### src/rtl/stopwatch_display.sv
// stopwatch_display: per-frame snapshot of sec/min, shift-add-3 BCD conversion, multiplexed MM.SS seven-segment drive
module stopwatch_display #(
    parameter int REFRESH_DIV  = 50000,
    parameter int BLANK_CYCLES = 16
) (
    input  logic       clk,
    input  logic       rst,
    input  logic [5:0] sec,
    input  logic [5:0] min,
    input  logic       blank_lz,
    output logic [3:0] an,
    output logic [6:0] seg,
    output logic       dp,
    output logic       frame_tick
);
    localparam int SW = $clog2(REFRESH_DIV);
    localparam logic [SW-1:0] LAST  = SW'(REFRESH_DIV - 1);
    localparam logic [SW-1:0] BLANK = SW'(BLANK_CYCLES);

    typedef enum logic [1:0] {IDLE, LOAD, SHIFT, DONE} state_t;
    state_t state, state_nx, st;

    logic [SW-1:0] slot;
    logic [1:0]    dig;
    logic          frame_start, blank, lz_off;
    logic [5:0]    sr_s, sr_m;
    logic [7:0]    bcd_s, bcd_m;
    logic [2:0]    cnt;
    logic [3:0]    d0, d1, d2, d3, cur_d;

    function automatic logic [7:0] add3(input logic [7:0] b);
        return {b[7:4] >= 4'd5 ? b[7:4] + 4'd3 : b[7:4], b[3:0] >= 4'd5 ? b[3:0] + 4'd3 : b[3:0]};
    endfunction

    function automatic logic [6:0] enc(input logic [3:0] v);
        case (v)
            4'd0:    return 7'b1000000;
            4'd1:    return 7'b1111001;
            4'd2:    return 7'b0100100;
            4'd3:    return 7'b0110000;
            4'd4:    return 7'b0011001;
            4'd5:    return 7'b0010010;
            4'd6:    return 7'b0000010;
            4'd7:    return 7'b1111000;
            4'd8:    return 7'b0000000;
            4'd9:    return 7'b0010000;
            default: return 7'b1111111;
        endcase
    endfunction

    assign frame_start = slot == '0 && dig == 2'd0;
    assign blank       = slot < BLANK;
    assign cur_d       = dig == 2'd0 ? d0 : dig == 2'd1 ? d1 : dig == 2'd2 ? d2 : d3;
    assign lz_off      = blank_lz && dig == 2'd3 && d3 == 4'd0;

    always_ff @(posedge clk) begin
        if (rst) begin
            slot <= '0;
            dig  <= '0;
        end else begin
            slot <= slot == LAST ? '0 : slot + SW'(1);
            if (slot == LAST)
                dig <= dig + 2'd1;
        end
    end

    // LOAD is taken in the frame-start cycle itself so capture lands on slot 0
    always_comb begin
        st       = frame_start ? LOAD : state;
        state_nx = st == LOAD ? SHIFT : st == SHIFT ? (cnt == 3'd5 ? DONE : SHIFT) : IDLE;
    end

    always_ff @(posedge clk) begin
        if (rst) begin
            state <= IDLE;
            sr_s  <= '0;
            sr_m  <= '0;
            bcd_s <= '0;
            bcd_m <= '0;
            cnt   <= '0;
            d0    <= '0;
            d1    <= '0;
            d2    <= '0;
            d3    <= '0;
        end else begin
            state <= state_nx;
            if (st == LOAD) begin
                sr_s  <= sec;
                sr_m  <= min;
                bcd_s <= '0;
                bcd_m <= '0;
                cnt   <= '0;
            end
            if (st == SHIFT) begin
                {bcd_s, sr_s} <= {add3(bcd_s), sr_s} << 1;
                {bcd_m, sr_m} <= {add3(bcd_m), sr_m} << 1;
                cnt           <= cnt + 3'd1;
            end
            if (st == DONE) begin
                d0 <= bcd_s[3:0];
                d1 <= bcd_s[7:4];
                d2 <= bcd_m[3:0];
                d3 <= bcd_m[7:4];
            end
        end
    end

    always_ff @(posedge clk) begin
        if (rst) begin
            an         <= 4'hF;
            seg        <= 7'h7F;
            dp         <= 1'b1;
            frame_tick <= 1'b0;
        end else begin
            an         <= blank || lz_off ? 4'hF : ~(4'b0001 << dig);
            seg        <= blank ? 7'h7F : enc(cur_d);
            dp         <= blank || dig != 2'd2;
            frame_tick <= frame_start;
        end
    end
endmodule

### config.mk
export PLATFORM = sky130hd
export DESIGN_NAME = stopwatch_display
export DESIGN_NICKNAME = d
export VERILOG_FILES = /design/src/rtl/stopwatch_display.sv
export SDC_FILE = /design/constraint.sdc
export NUM_CORES = 1
export LEC_CHECK = 0
export CAP_MARGIN = 30
export CORE_ASPECT_RATIO = 0.6
export CORE_MARGIN = 4
export CORE_UTILIZATION = 40
export CTS_CLUSTER_SIZE = 8
export DETAILED_ROUTE_END_ITERATION = 10
export GPL_TIMING_DRIVEN = 1
export HOLD_SLACK_MARGIN = 0.08
export SYNTH_ARGS = -nofsm -noshare
export SYNTH_HDL_FRONTEND = slang
export SYNTH_SLANG_ARGS = --single-unit
### constraint.sdc
create_clock -name clk -period 2.8 [get_ports clk]
set_input_delay 0.56 -clock clk [delete_from_list [all_inputs] [get_ports clk]]
set_output_delay 0.56 -clock clk [all_outputs]
set_load 0.005 [all_outputs]
==> results.md <==
- Status: finished clean
- Worst EP arrival: 2810 ps
- Fill count: 838
- Top-area cell type share of the netlist area: 0.448
- Vias in the first global route: 2,621
- Final Cycle Share: 0.929
- # setup viols final: 0
- Core area: 8590 µm²
- DPL Wire Length: 5240 µm
- Worst slew pin tran: 497 ps
- F_max: 0.385 GHz
- Unrepaired setup endpoints after global routing: false
- Leakage: 1.71 nW
- Commonest cells post-synth: dfxtp_1, nor2_1, nand2_1
- Final Slew Violations: 0
- CTS sink cnt: 80
- Area grow syn2layout: 21.3%
- Sequential share of the synthesized area: 0.448
- Routed wire length: 7130 µm
- Inst Count DP: 518
- Number of DRC markers in iteration 0: 143
- Postcts setup bufs: 0
- Pin count of the biggest net entering global routing: 32
- Clock slew at reported path FFs: 60 ps
- Count leader, synth: dfxtp_1
- Total track usage: 0.149
- Initial Util: 0.416
- Number of buffers added on ports: 27
- GR Overflow Total: 0
- H-Tree Depth: 3
- Number of core rows: 26
- Synth area leader: dfxtp_1
- Setup ws final: 200 ps
- Post-Synthesis Cell Area: 3570 µm²
- Critical path type: reg2reg
- Crit. End Element: flop
- Synth Flop Type: dfxtp_1
- Yosys cell types: 50
- Die area: 10,600 µm²
- Die width: 130 µm
- Mean post-synth cell area: 9.40 µm²
- Clk_skew: 4.85 ps
- Critical path required time: 3010 ps
- Min Tclk post-route: 2600 ps
- CTS root buf: clkbuf_16
- Drt wl/cell: 13.3 µm
- Final #Nets: 451
- VDD IR max: 0.390 mV
- Crit Path Max Fanout: 10
- Fraction of registers with async set/reset: 0
- GPL Wtd Cong: 0.786
- Seq cells post-synth: 80
- ANT nets after route: 0
- Hold buffer count at CTS: 0
- Final-report hold violation count: 0
- Number of synthesized flops with an enable pin: 0
- # diodes: 0
- Clk Latency, worst-skew pair: 330 ps
- Drt drc: 0
- Clock Path Buffers: 2
- Placement Setup Slack: -98.3 ps
- CTS tree: yes
- Share of layout cells above drive strength 1: 0.126
- Power density cells: 586 nW/µm²
- Number of placed I/O pins: 28
- Worst Hold Class: reg2reg
- Mapped Cells: 380
- DR pass1 iterations: 6
- Ys Warns: 0
- Final std cell area, no fill: 4330 µm²
- Dpl cell area: 4010 µm²
- Die Y: 81.2 µm
- Initial antenna violation count: 0
- Syn nets: 414
- Max-Slew Margin vs Limit: 0.666
- Via-per-instance ratio: 5.05
- Max Cap Viol: 0
- Hold_ws: 455 ps
- Num CTS Buffers: 9
- Largest cells by area after synthesis: dfxtp_1, ha_1, nor2_1
- Finished Layout Cells: 534
- Total number of vias: 2,696
- First-pass GRT wire length: 12,300 µm
- Setup crit start kind: flop
==> sequential cells by signal, summed over array words and instances, names as in the netlist <==
register / count
frame_tick: 1
sr_m: 6
slot: 16
dp: 1
sr_s: 6
dig: 2
bcd_s: 8
d1: 4
an: 4
d0: 4
cnt: 3
d3: 4
seg: 7
bcd_m: 8
state: 2
d2: 4
==> worst max-delay path, stage by stage, from the launching register on <==
cell,delay [ps]
dfxtp_1,340
or4_4,550
nor3_4,150
nand4_2,140
nand2_1,110
inv_1,70
ha_2,370
buf_4,160
nor4b_2,50
buf_4,180
a222oi_1,300
inv_1,70
==> kinds of logic after synthesis <==
group	after synthesis	synth area share
and+or+nand+nor	128	0.175
DFF	80	0.448
muxes	21	0.0637
adders and majority gates	19	0.0666
xor gates and xnor gates	21	0.0515
buffers and inverters	43	0.0532
AOI/OAI and AO/OA	68	0.142
==> power by group <==
part           total [mW]  internal, mW  switching, mW
sequential           1.18          1.17         0.0163
clock                1.16         0.736          0.428
combinational       0.195        0.0926          0.102
total                2.54          1.99          0.546
==> cell type report <==
class | count | area, µm² | share of cell area
Tap cell | 112 | 140 | 0.0323
Timing Repair Buffer | 42 | 383 | 0.0884
Clock buffer | 13 | 260 | 0.0601
Clock inverter | 3 | 40.0 | 0.00924
Inverter | 27 | 101 | 0.0234
Sequential cell | 80 | 1600 | 0.370
Multi-Input combinational cell | 257 | 1810 | 0.417
==> layout by cell type, fill, tap and decap left out, types with 3 or more instances in the layout <==
cell / synthesis / routed
a211oi_1: 3 / 3
a21oi_1: 15 / 15
a222oi_1: 10 / 10
a32o_1: 4 / 4
and3_1: 3 / 3
buf_4: 1 / 15
clkbuf_16: 0 / 9
clkdlybuf4s50_1: 0 / 27
dfxtp_1: 80 / 80
ha_1: 19 / 18
inv_1: 26 / 26
mux2i_1: 19 / 19
nand2_1: 28 / 28
nand2b_1: 6 / 6
nand3_1: 8 / 8
nand4_1: 4 / 4
nor2_1: 54 / 54
nor2b_1: 8 / 7
nor3_1: 6 / 5
o21ai_0: 11 / 11
o22ai_1: 6 / 6
o31ai_1: 4 / 4
o31ai_2: 3 / 3
xnor2_1: 12 / 12
xor2_1: 9 / 9
==> per-stage QoR <==
step,utilization,TNS [ps],power [mW]
floorplan,-,0,1.33
global route,0.505,0,2.66
global placement,0.466,-56.5,1.39
detailed placement,0.466,-835,1.40
CTS,0.502,0,2.58
finish,0.505,0,2.54
==> final timing paths <==
check / from / to / slack, ps / depth (start not counted)
setup / recovery: slot[15] / sr_m[5] / 200 / 11
hold / removal: cnt[2] / state[0] / 450 / 2
setup reg to reg: slot[15] / sr_m[5] / 200 / 11
hold reg to reg: cnt[2] / state[0] / 450 / 2
==> metal layers <==
| metal | part of all wire | vias to the layer above | global-route usage |
|---|---|---|---|
| met1 | 0.51 | 1266 | 0.201 |
| li1 | - | 1399 | - |
| met4 | 0.010 | 0 | 0.0498 |
| met5 | 0 | - | 0 |
| met3 | 0.033 | 6 | 0.0558 |
| met2 | 0.44 | 25 | 0.218 |
==> repair_timing <==
item / 4_1_cts / 5_1_grt
setup endpoints to repair: 12 / 14
pin swaps: 0 / 0
resized for setup: 1 / 6
(Power assumes the default switching activity.)
